**src/rtl/log_approx.sv**
```systemverilog
// Three-stage pipelined natural-log approximation (Mitchell log2 scaled by ln2), valid/ready on both ports.
// Optional mantissa correction in S2 is enabled by defining LOG_MITCHELL_CORR_EN.
module log_approx #(
   parameter int TOTAL_WIDTH = 8,
   parameter int FRAC_WIDTH  = 4
) (
   input  logic                   clk,
   input  logic                   rst,
   input  logic                   in_valid,
   output logic                   in_ready,
   input  logic [TOTAL_WIDTH-1:0] x,
   output logic                   out_valid,
   input  logic                   out_ready,
   output logic [TOTAL_WIDTH-1:0] y,
   output logic                   domain_err
);

   localparam int W   = TOTAL_WIDTH;
   localparam int F   = FRAC_WIDTH;
   localparam int MW  = W - 2;
   localparam int PW  = $clog2(W);
   localparam int LW  = W + 4;
   localparam int PRW = LW + 9;
   localparam logic [7:0] LN2 = 8'd177;
   localparam logic signed [PRW-1:0] YMAX = PRW'(2 ** (W - 1) - 1);
   localparam logic signed [PRW-1:0] YMIN = -YMAX - 1;

   // Handshake: a transfer happens on a rising edge where valid and ready are both high.
   // Every stage shifts together whenever the output register is empty or being drained.
   logic adv;

   logic                  v1_q, e1_q;
   logic [PW-1:0]         p1_q;
   logic [MW-1:0]         f1_q;
   logic                  v2_q, e2_q;
   logic signed [LW-1:0]  l2_q;
   logic                  ov_q, err_q;
   logic [W-1:0]          y_q;

   logic [PW-1:0]         p_d;
   logic [MW-1:0]         f_d;
   logic                  e_d;
   logic signed [LW-1:0]  l_d;
   logic signed [PRW-1:0] prod;
   logic signed [PRW-1:0] sh;
   logic [W-1:0]          y_d;

   assign adv        = !ov_q || out_ready;
   assign in_ready   = adv;
   assign out_valid  = ov_q;
   assign y          = y_q;
   assign domain_err = err_q;

   // S1: leading-one position and the mantissa bits below it, left-aligned.
   always_comb begin
      p_d = '0;
      for (int i = 0; i < W - 1; i++) begin
         if (x[i]) p_d = PW'(i);
      end
      e_d = x[W-1] || (x == '0);
      f_d = MW'(x << (MW - int'(p_d)));
   end

`ifdef LOG_MITCHELL_CORR_EN
   localparam int CW = 2 * MW + 2;
   logic [CW-1:0] corr_prod;
   always_comb begin
      corr_prod = CW'(f1_q) * (CW'(2 ** MW) - CW'(f1_q)) * CW'(3);
   end
`endif

   // S2: log2 code with F fractional bits; exponent part may be negative.
   always_comb begin
      l_d = ((LW'(p1_q) - LW'(F)) << F) + LW'(f1_q >> (MW - F));
`ifdef LOG_MITCHELL_CORR_EN
      l_d = l_d + LW'(corr_prod >> (2 * MW + 3 - F));
`endif
   end

   // S3: scale by ln2 (Q0.8), floor via arithmetic shift, then saturate.
   always_comb begin
      prod = l2_q * $signed({1'b0, LN2});
      sh   = prod >>> 8;
      if (e2_q)           y_d = {1'b1, {(W - 1){1'b0}}};
      else if (sh > YMAX) y_d = YMAX[W-1:0];
      else if (sh < YMIN) y_d = YMIN[W-1:0];
      else                y_d = sh[W-1:0];
   end

   always_ff @(posedge clk) begin
      if (rst) begin
         v1_q  <= 1'b0;
         v2_q  <= 1'b0;
         ov_q  <= 1'b0;
         y_q   <= '0;
         err_q <= 1'b0;
      end else if (adv) begin
         v1_q  <= in_valid;
         e1_q  <= e_d;
         p1_q  <= p_d;
         f1_q  <= f_d;
         v2_q  <= v1_q;
         e2_q  <= e1_q;
         l2_q  <= l_d;
         ov_q  <= v2_q;
         err_q <= v2_q && e2_q;
         y_q   <= v2_q ? y_d : '0;
      end
   end

endmodule
```
**config.mk**
```make
export PLATFORM = sky130hd
export DESIGN_NAME = log_approx
export DESIGN_NICKNAME = d
export VERILOG_FILES = /design/src/rtl/log_approx.sv
export SDC_FILE = /design/constraint.sdc
export NUM_CORES = 1
export LEC_CHECK = 0
export CORE_AREA = 2 2 68 70
export DETAILED_ROUTE_END_ITERATION = 8
export DIE_AREA = 0 0 70 72
export PLACE_DENSITY = 0.82
export SLEW_MARGIN = 10
export SYNTH_ARGS = -nofsm -noshare
export SYNTH_HDL_FRONTEND = slang
export SYNTH_SLANG_ARGS = --single-unit
export TNS_END_PERCENT = 50
```
**constraint.sdc**
```tcl
create_clock -name clk -period 3.6 [get_ports clk]
set_clock_uncertainty 0.2 [all_clocks]
set_input_delay 0.36 -clock clk [delete_from_list [all_inputs] [get_ports clk]]
set_output_delay 0.36 -clock clk [all_outputs]
set_load 0.03 [all_outputs]
```
==> reports/metrics.yaml <==
sta:
  rsz0062_at_grt: "yes"
  worst_pin_slew_ns: 0.4561
  slew_headroom_pct: 69.36
  max_freq_ghz: 0.2790
  finalHoldViolCount: 0
  slew_violations: 0
  setup_viol: 0
  fin_setup_tns_ns: 0
  period_share_pct: 99.54
  period_minus_slack_ns: 3.584
route:
  first_pass_iters: 4
  totalWireLength_microns: 4065
  vias_per_cell: 5.370
  ant_nets: 0
  drc: 0
  drtIter0Drc: 43
  wl_per_cell_microns: 13.42
  vias: 1627
floorplan:
  std_cell_rows: 24
  die_x_microns: 70
  io_pins: 23
  coreArea_sq_mm: 0.004264
  start_util_pct: 49.53
  die_area_sq_mm: 0.005040
  dieHeight_microns: 72
power_and_ir_drop:
  irDropWorstVdd_uv: 298.0
  p_per_area_mw_per_mm2: 496.9
  power.leakage_nw: 1.154
clock_tree:
  cts_num_sinks: 28
  clockBufferDepth: 2
  clk_pin_slew_ns: 0.10
  htreeDepth: 1
  cts_root_buf: "clkbuf_8"
  numCtsBuffers: 3
  clock_latency_ns: 0.28
  cts_tree: "done"
synth:
  yosys-top-cells-area: "edfxtp_1 23%, ha_1 17%, dfxtp_1 11%"
  yosysSeqAreaShare_pct: 34.12
  synth_edf_count: 16
  ys_ff_latch: 28
  synth_top_area_share_pct: 22.75
  syn_area_sq_mm: 0.002112
  synth_area_leader_cell: "edfxtp_1"
  ys_warn_count: 0
  yosysMostFrequentCell: "inv_1"
  syn_inst: 214
  synth_nets: 263
  async_flop_share_pct: 0
  synth_commonest_cells: "40 x inv_1, 28 x ha_1, 16 x edfxtp_1"
  avgSynthCellArea_sq_um: 9.869
  yosysUniqueCellTypes: 48
  synth_top_flop_cell: "edfxtp_1"
layout:
  final_cells: 303
  fin_area_sq_mm: 0.002623
  antennaDiodeCount: 0
  drive_above_1_share_pct: 14.74
  fin_nets: 301
  areaGrowthSynthToFinish_pct: 24.17
global_route:
  grt_max_degree: 17
  grt_antenna_before_repair: 0
  grt_util_all_layers_pct: 17.35
  overflow: 0
  grt_pass1_wl_microns: 7017
  grt_pass1_vias: 1623
setup_path:
  critical_path.endpoint_type: "register"
  crit_fanout: 4
  worst_ep_arrival_time_ns: 3.59
  worst_ep_required_time_ns: 3.60
  path_class: "reg -> reg"
  crit_path_start_kind: "register"
run:
  drv_cap: 0
placed_design:
  dpl_cell_area_sq_mm: 0.002532
  port_buffers: 22
  gp_congestion: 0.9358
  dp_cells: 298
  hpwl_microns: 3336
hold_path:
  min_path_type: "reg -> reg"
run_status:
  outcome: "finished clean"
-- logic make-up after synthesis --
family	after synthesis	synth area share [%]
simple gates	46	11.14
flops	28	34.12
mux	2	0.9479
xor+xnor	6	2.844
compound gates	49	17.12
fa+ha+maj	37	25.12
buf+inv	46	8.708
-- final cells by class --
| type | count | area (sq um) |
|---|---|---|
| clock buffer | 4 | 66.31 |
| inverter | 41 | 153.9 |
| fill | 369 | 1642 |
| sequential | 28 | 720.7 |
| tap | 52 | 65.06 |
| timing repair buffer | 38 | 340.3 |
| multi-input combinational | 140 | 1276 |
-- stage by stage --
step | util, % | worst slack [ns] | hold slack [ns] | power [mW]
final | 61.50 | 0.01640 | 0.2298 | 1.303
after CTS | 61.33 | 0.005851 | 0.2299 | 1.296
after floorplan | - | -0.03862 | 0.2003 | 0.8831
after detailed placement | 59.39 | -0.09881 | 0.2070 | 1.066
after global routing | 61.50 | -0.1296 | 0.2368 | 1.398
after global placement | 59.39 | -0.004301 | 0.2010 | 1.038
-- timing repair --
action,in CTS,in global routing
setup buffers,1,0
hold buffers,0,0
setup endpoints to repair,7,8
pin swaps,6,5
gates resized for setup,2,4
-- state kept, by name (all words and copies together) (netlist names) --
register    flops
domain_err      1
e1_q            1
e2_q            1
f1_q            4
l2_q            7
out_valid       1
p1_q            3
v1_q            1
v2_q            1
y               8
-- critical path, cell delays in order (launching register included) --
cell and delay, ns:
edfxtp_1 0.42, ha_1 0.35, ha_4 0.23, fa_1 0.52, inv_1 0.05, fa_1 0.53, inv_1 0.04, ha_1 0.33
o2111a_1 0.25, a21oi_4 0.08, or3_1 0.32, a311oi_2 0.19
-- worst paths after layout --
| path | from | end | slack [ns] | cells past startpoint |
|---|---|---|---|---|
| worst max-delay path | l2_q[5] | y[7] | 0.02 | 11 |
| worst min register to register | f1_q[3] | l2_q[1] | 0.23 | 0 |
| worst max register to register | l2_q[5] | y[7] | 0.02 | 11 |
| worst min-delay path | f1_q[3] | l2_q[1] | 0.23 | 0 |
-- where the power goes --
group | switching, mW | internal, mW
combinational | 0.374 | 0.330
clock | 0.102 | 0.121
sequential | 0.0120 | 0.363
total | 0.488 | 0.815
-- layout by cell type (no fill, tap or decap), types with 3 or more instances in the layout --
cell	Yosys	routed
clkbuf_8	0	3
a211oi_1	5	4
nand3_1	3	3
ha_4	0	3
nor2b_1	4	4
a22o_1	5	5
nor3_1	3	3
buf_4	0	16
fa_1	9	9
xor2_1	4	4
inv_1	40	38
nand2_1	13	12
inv_2	1	3
clkdlybuf4s50_1	0	22
o21ai_0	9	5
dfxtp_1	12	12
o211ai_1	4	4
nor2_1	11	11
ha_1	28	25
edfxtp_1	16	16
o21ai_1	0	3
a21oi_1	9	8
-- layer usage --
| layer | wire, microns | track usage (%) |
|---|---|---|
| met1 | 1686 | 20.12 |
| met2 | 2163 | 31.85 |
| met3 | 112 | 3.472 |
| met4 | 103 | 6.410 |
| met5 | 0 | 0 |
Note: power is estimated with default switching activity, not from simulation.
